[src/rtl/cursor_controller.sv]
// rtl/cursor_controller.sv - button-driven tile cursor with hold-to-repeat and select handshake
// Inputs are double-flop synchronized; directions step with wrap-around, select raises one request per press.
module cursor_controller #(
  parameter int COLS         = 8,
  parameter int ROWS         = 6,
  parameter int X_W          = 3,
  parameter int Y_W          = 3,
  parameter int REPEAT_DELAY = 25000000,
  parameter int REPEAT_RATE  = 5000000,
  parameter int CNT_W        = 25
) (
  input  logic           clk,
  input  logic           rst,
  input  logic           en,
  input  logic           up,
  input  logic           right,
  input  logic           down,
  input  logic           left,
  input  logic           s,
  output logic [X_W-1:0] cur_x,
  output logic [Y_W-1:0] cur_y,
  output logic           move_pulse,
  output logic           sel_valid,
  output logic [X_W-1:0] sel_x,
  output logic [Y_W-1:0] sel_y,
  input  logic           sel_ready
);

  typedef enum logic [1:0] {IDLE, DELAY, REPEAT} state_t;
  typedef enum logic [1:0] {DIR_UP, DIR_RIGHT, DIR_DOWN, DIR_LEFT} dir_t;

  localparam logic [CNT_W-1:0] DELAY_TC = CNT_W'(REPEAT_DELAY - 1);
  localparam logic [CNT_W-1:0] RATE_TC  = CNT_W'(REPEAT_RATE - 1);
  localparam logic [X_W-1:0]   X_LAST   = X_W'(COLS - 1);
  localparam logic [Y_W-1:0]   Y_LAST   = Y_W'(ROWS - 1);

  // Bit order in the synchronizer: {s, left, down, right, up}
  logic [4:0]       sync1_q, sync2_q;
  logic             s_prev_q;
  state_t           state_q, state_d;
  dir_t             dir_q, dir_d, step_dir;
  logic [CNT_W-1:0] cnt_q, cnt_d;
  logic [X_W-1:0]   cur_x_q, cur_x_d, sel_x_q, sel_x_d;
  logic [Y_W-1:0]   cur_y_q, cur_y_d, sel_y_q, sel_y_d;
  logic             move_pulse_q, sel_valid_q, sel_valid_d;
  logic             step, held, sel_edge;
  logic [3:0]       dirs;

  assign dirs     = sync2_q[3:0];
  assign held     = dirs[dir_q];
  assign sel_edge = sync2_q[4] & ~s_prev_q;

  always_comb begin
    state_d  = state_q;
    cnt_d    = cnt_q;
    dir_d    = dir_q;
    step_dir = dir_q;
    step     = 1'b0;
    if (!en) begin
      state_d = IDLE;
      cnt_d   = '0;
    end else begin
      case (state_q)
        IDLE: begin
          if (|dirs) begin
            if (dirs[0])      step_dir = DIR_UP;
            else if (dirs[1]) step_dir = DIR_RIGHT;
            else if (dirs[2]) step_dir = DIR_DOWN;
            else              step_dir = DIR_LEFT;
            dir_d   = step_dir;
            step    = 1'b1;
            cnt_d   = '0;
            state_d = DELAY;
          end
        end
        DELAY, REPEAT: begin
          if (!held) begin
            state_d = IDLE;
            cnt_d   = '0;
          end else if (cnt_q == ((state_q == DELAY) ? DELAY_TC : RATE_TC)) begin
            step    = 1'b1;
            cnt_d   = '0;
            state_d = REPEAT;
          end else begin
            cnt_d = cnt_q + CNT_W'(1);
          end
        end
        default: begin
          state_d = IDLE;
          cnt_d   = '0;
        end
      endcase
    end
  end

  always_comb begin
    cur_x_d = cur_x_q;
    cur_y_d = cur_y_q;
    if (step) begin
      case (step_dir)
        DIR_UP:    cur_y_d = (cur_y_q == '0)     ? Y_LAST : cur_y_q - Y_W'(1);
        DIR_RIGHT: cur_x_d = (cur_x_q == X_LAST) ? '0     : cur_x_q + X_W'(1);
        DIR_DOWN:  cur_y_d = (cur_y_q == Y_LAST) ? '0     : cur_y_q + Y_W'(1);
        default:   cur_x_d = (cur_x_q == '0)     ? X_LAST : cur_x_q - X_W'(1);
      endcase
    end
  end

  // Capture uses the pre-step position; a press while a request is pending is dropped.
  always_comb begin
    sel_valid_d = sel_valid_q;
    sel_x_d     = sel_x_q;
    sel_y_d     = sel_y_q;
    if (en && sel_edge && !sel_valid_q) begin
      sel_valid_d = 1'b1;
      sel_x_d     = cur_x_q;
      sel_y_d     = cur_y_q;
    end else if (sel_valid_q && sel_ready) begin
      sel_valid_d = 1'b0;
    end
  end

  always_ff @(posedge clk or negedge rst) begin
    if (!rst) begin
      sync1_q      <= '0;
      sync2_q      <= '0;
      s_prev_q     <= 1'b0;
      state_q      <= IDLE;
      dir_q        <= DIR_UP;
      cnt_q        <= '0;
      cur_x_q      <= '0;
      cur_y_q      <= '0;
      move_pulse_q <= 1'b0;
      sel_valid_q  <= 1'b0;
      sel_x_q      <= '0;
      sel_y_q      <= '0;
    end else begin
      sync1_q      <= {s, left, down, right, up};
      sync2_q      <= sync1_q;
      s_prev_q     <= sync2_q[4];
      state_q      <= state_d;
      dir_q        <= dir_d;
      cnt_q        <= cnt_d;
      cur_x_q      <= cur_x_d;
      cur_y_q      <= cur_y_d;
      move_pulse_q <= step;
      sel_valid_q  <= sel_valid_d;
      sel_x_q      <= sel_x_d;
      sel_y_q      <= sel_y_d;
    end
  end

  assign cur_x      = cur_x_q;
  assign cur_y      = cur_y_q;
  assign move_pulse = move_pulse_q;
  assign sel_valid  = sel_valid_q;
  assign sel_x      = sel_x_q;
  assign sel_y      = sel_y_q;

endmodule

[config.mk]
export PLATFORM = sky130hd
export DESIGN_NAME = cursor_controller
export DESIGN_NICKNAME = d
export VERILOG_FILES = /design/src/rtl/cursor_controller.sv
export SDC_FILE = /design/constraint.sdc
export NUM_CORES = 1
export LEC_CHECK = 0
export ABC_AREA = 1
export CAP_MARGIN = 40
export CORE_ASPECT_RATIO = 1.4
export CORE_MARGIN = 2
export CORE_UTILIZATION = 45
export DETAILED_ROUTE_END_ITERATION = 7
export GPL_ROUTABILITY_DRIVEN = 0
export PLACE_DENSITY = 0.66
export SLEW_MARGIN = 5
export SYNTH_ARGS = -nofsm -noshare
export SYNTH_HDL_FRONTEND = slang
export SYNTH_SLANG_ARGS = --single-unit
[constraint.sdc]
create_clock -name clk -period 1.8 [get_ports clk]
set_input_delay 0.27 -clock clk [delete_from_list [all_inputs] [get_ports clk]]
set_output_delay 0.27 -clock clk [all_outputs]
set_load 0.02 [all_outputs]
==> flow_summary_export.csv <==
group,metric,value,unit
route,vias,2658,
setup_path,r2r-start,"state_q[0]",
route,routedWlPerCell,13.7,um
synthesis,synth_top_cell_by_area,"dfrtp_1",
setup_path,reg2reg_slack,-0.006,ns
synthesis,ys_seq_area_share,46.4,%
layout,final_cells,509,
synthesis,synth_area,2920,um2
status,violations,"negative setup slack",
pwr,swShare,38.5,%
layout,num_antenna_cells,0,
clock_network,htreeDepth,2,
pwr,pwr-share-seq,35.3,%
die,fp.coreArea,6250,um2
layout,utilization,61.5,%
die,die_w,72.0,um
pwr,p_switching,1.72,mW
worst_hold_path,hold_end,"sync2_q[2]",
timing,rsz0062_at_grt,"true",
synthesis,synth_fp_nets,393,
timing,setup_violations,3,
timing,fmax,0.554,GHz
timing,fin_crit_sh,100,%
die,initial_core_util,46.6,%
layout,layout.nets,455,
layout,final_common_cell,"nand2_1",
setup_path,start_kind,"flop",
synthesis,ys_seq_elements,54,
clock_network,cts.clk_slew.worst_paths,0.10,ns
layout,seqCellArea,1350,um2
worst_hold_path,hold_class,"reg -> reg",
die,num_io_pins,23,
synthesis,yosysTopAreaCellShare,46.4,%
pwr,intPower,2.75,mW
setup_path,end_kind,"flop",
synthesis,synth_compound_gate_area_share,6.35,%
synthesis,ys_warn_count,0,
grt,antenna_found_initial,0,
setup_path,path_class,"reg -> reg",
synthesis,synth_xor_area_share,2.70,%
grt,grt_pass1_wl,11600,um
worst_hold_path,hold_depth,0,
synthesis,syn_inst,374,
pwr,leakagePower,1.80,nW
grt,grt_max_degree,34,
timing,worst_slack,-0.00643,ns
die,die_h,99.2,um
clock_network,cts_tree,"yes",
layout,area_delta_synth_final,32.0,%
route,ant_nets,0,
synthesis,muxShareOfSynthArea,0,%
synthesis,syn_avg_cell_area,7.79,um2
timing,fin_skew,0.00649,ns
layout,multiInputGateArea,1580,um2
grt,grt_overflow_total,0,
setup_path,critical_path_arrival,2.01,ns
timing,period_needed,1.81,ns
timing,slew_viol_final,0,
synthesis,yosys.area_share.adder,4.29,%
setup_path,crit_required,2.00,ns
pwr,pwr_density_cell,1160,nW/um2
timing,worstMarginPinSlew,0.513,ns
placement,dp_hpwl,5090,um
layout,layout-drive-gt1-share,23.6,%
synthesis,synth-simple-area-share,33.5,%
route,via_per_inst,5.22,
pwr,p_comb_share,46.6,%
layout,final_cell_mix,"93 x nand2_1, 54 x dfrtp_1, 41 x inv_1",
clock_network,cts_made_buffers,5,
clock_network,clk_latency,0.31,ns
setup_path,worst_r2r_endpoint,"cnt_q[8]",
placement,dp_cells,493,
pwr,ir_worst_vdd,0.476,mV
synthesis,synth_top_family_by_area,"simple AND/OR/NAND/NOR gates",
clock_network,cts-root-buf,"clkbuf_8",
pwr,power_frac_clock,18.2,%
route,drc,0,
timing,hold_viol,0,
grt,track_usage,20.6,%
placement,place_ws,-0.0753,ns
die,die-area,7150,um2
layout,fillers,574,
status,status,"finished with violations",
synthesis,synth_area_leaders,"dfrtp_1 46%, nand2_1 13%, inv_1 5.8%",
clock_network,clockBufferDepth,2,
route,wl,6990,um
synthesis,synth.distinct_cells,30,
route,firstDrtPassIters,5,
grt,grt_pass1_vias,2642,
placement,port_buffers,22,
worst_hold_path,hp-start,"sync1_q[2]",
timing,relSlewSlack,65.8,%
clock_network,clock-sinks,54,
job,cap_violations,0,
setup_path,r2r_cells,11,
setup_path,crit_path_max_fanout,6,
route,drt_iter0_drc,120,
die,num_rows,34,
synthesized netlist by cell type, drive strengths merged:
cell type,count
dfrtp,54
o21ai,18
and3,1
o21bai,1
a21boi,1
nand4,11
clkbuf,1
nand3,32
buf,3
inv,45
xor2,8
xnor2,1
a21oi,11
nor3,13
nand2,106
nor3b,2
o21a,1
or2,1
a31oi,1
nor2,52
and2,1
ha,10
registers in the layout (all words and copies together) (netlist names):
name        flops
sel_valid       1
sel_y           3
state_q         2
sync1_q         5
sync2_q         5
s_prev_q        1
sel_x           3
cur_x           3
cnt_q          25
dir_q           2
cur_y           3
move_pulse      1
how the worst max path moves through the flow:
stage | from | endpoint | cells after the start
final | state_q[0] | cnt_q[8] | 11
after global routing | state_q[0] | cnt_q[8] | 11
after CTS | state_q[0] | cnt_q[6] | 12
after detailed placement | en | cur_y[2] | 11
after global placement | en | cnt_q[11] | 9
after floorplan | state_q[0] | cnt_q[6] | 12
layer usage:
metal,vias to the layer above,share of wire [%],global-route usage (%)
met4,0,4.5,8.85
li1,1317,-,-
met5,-,0,0
met1,1251,38,22.5
met2,66,55,39.0
met3,24,3.3,2.74
worst max-delay path, stage by stage, from the launching register on:
cell       delay [ns]
dfrtp_1          0.43
buf_6            0.14
ha_4             0.15
nor2_2           0.07
nand2_1          0.05
nor2_1           0.11
nand2_1          0.07
nand2_2          0.10
nand2_4          0.07
a21oi_4          0.25
clkbuf_16        0.21
nor3b_2          0.04
area by class of cell:
class | count | share of cell area (%)
clock buffers | 6 | 1.89
clock inverters | 2 | 0.975
inverters | 45 | 4.39
multi-input cells | 271 | 41.1
flip-flops and latches | 54 | 35.1
well taps | 72 | 2.34
repair buffers | 59 | 14.2
power groups by stage:
stage,Clock (mW),Sequential [mW],Combinational (mW)
final,0.812,1.58,2.08
after global routing,0.886,1.60,2.31
after CTS,0.838,1.58,1.77
after detailed placement,0,1.60,1.73
after global placement,0,1.59,1.70
after floorplan,0,1.72,0.872
timing repair:
| item | in CTS | in global routing |
|---|---|---|
| pin swaps | 0 | 14 |
| endpoints found under the setup margin | 15 | 30 |
| cloned | 0 | 1 |
| hold buffers | 1 | 0 |
| gates resized for setup | 7 | 56 |
| buffers inserted | 0 | 6 |
| endpoints found under the hold margin | 21 | 0 |
through the flow:
step	area, um2	setup TNS [ns]	power (mW)	hold slack, ns
2_1_floorplan	2920	0	2.59	-0.0256
3_3_place_gp	3430	-0.236	3.29	0.269
3_5_place_dp	3430	-0.637	3.33	0.270
4_1_cts	3570	0	4.18	0.357
5_1_grt	3850	-1.75	4.80	0.365
6_report	3850	-0.0109	4.47	0.356
kinds of logic (layout without fill, tap and decap cells):
kind of cell    after synthesis  after routing
compound gates               33             33
xor+xnor                      9              9
fa+ha+maj                    10             10
buf+inv                      49            112
flops                        54             54
simple gates                219            219
Power figures use the tool's default switching activity.
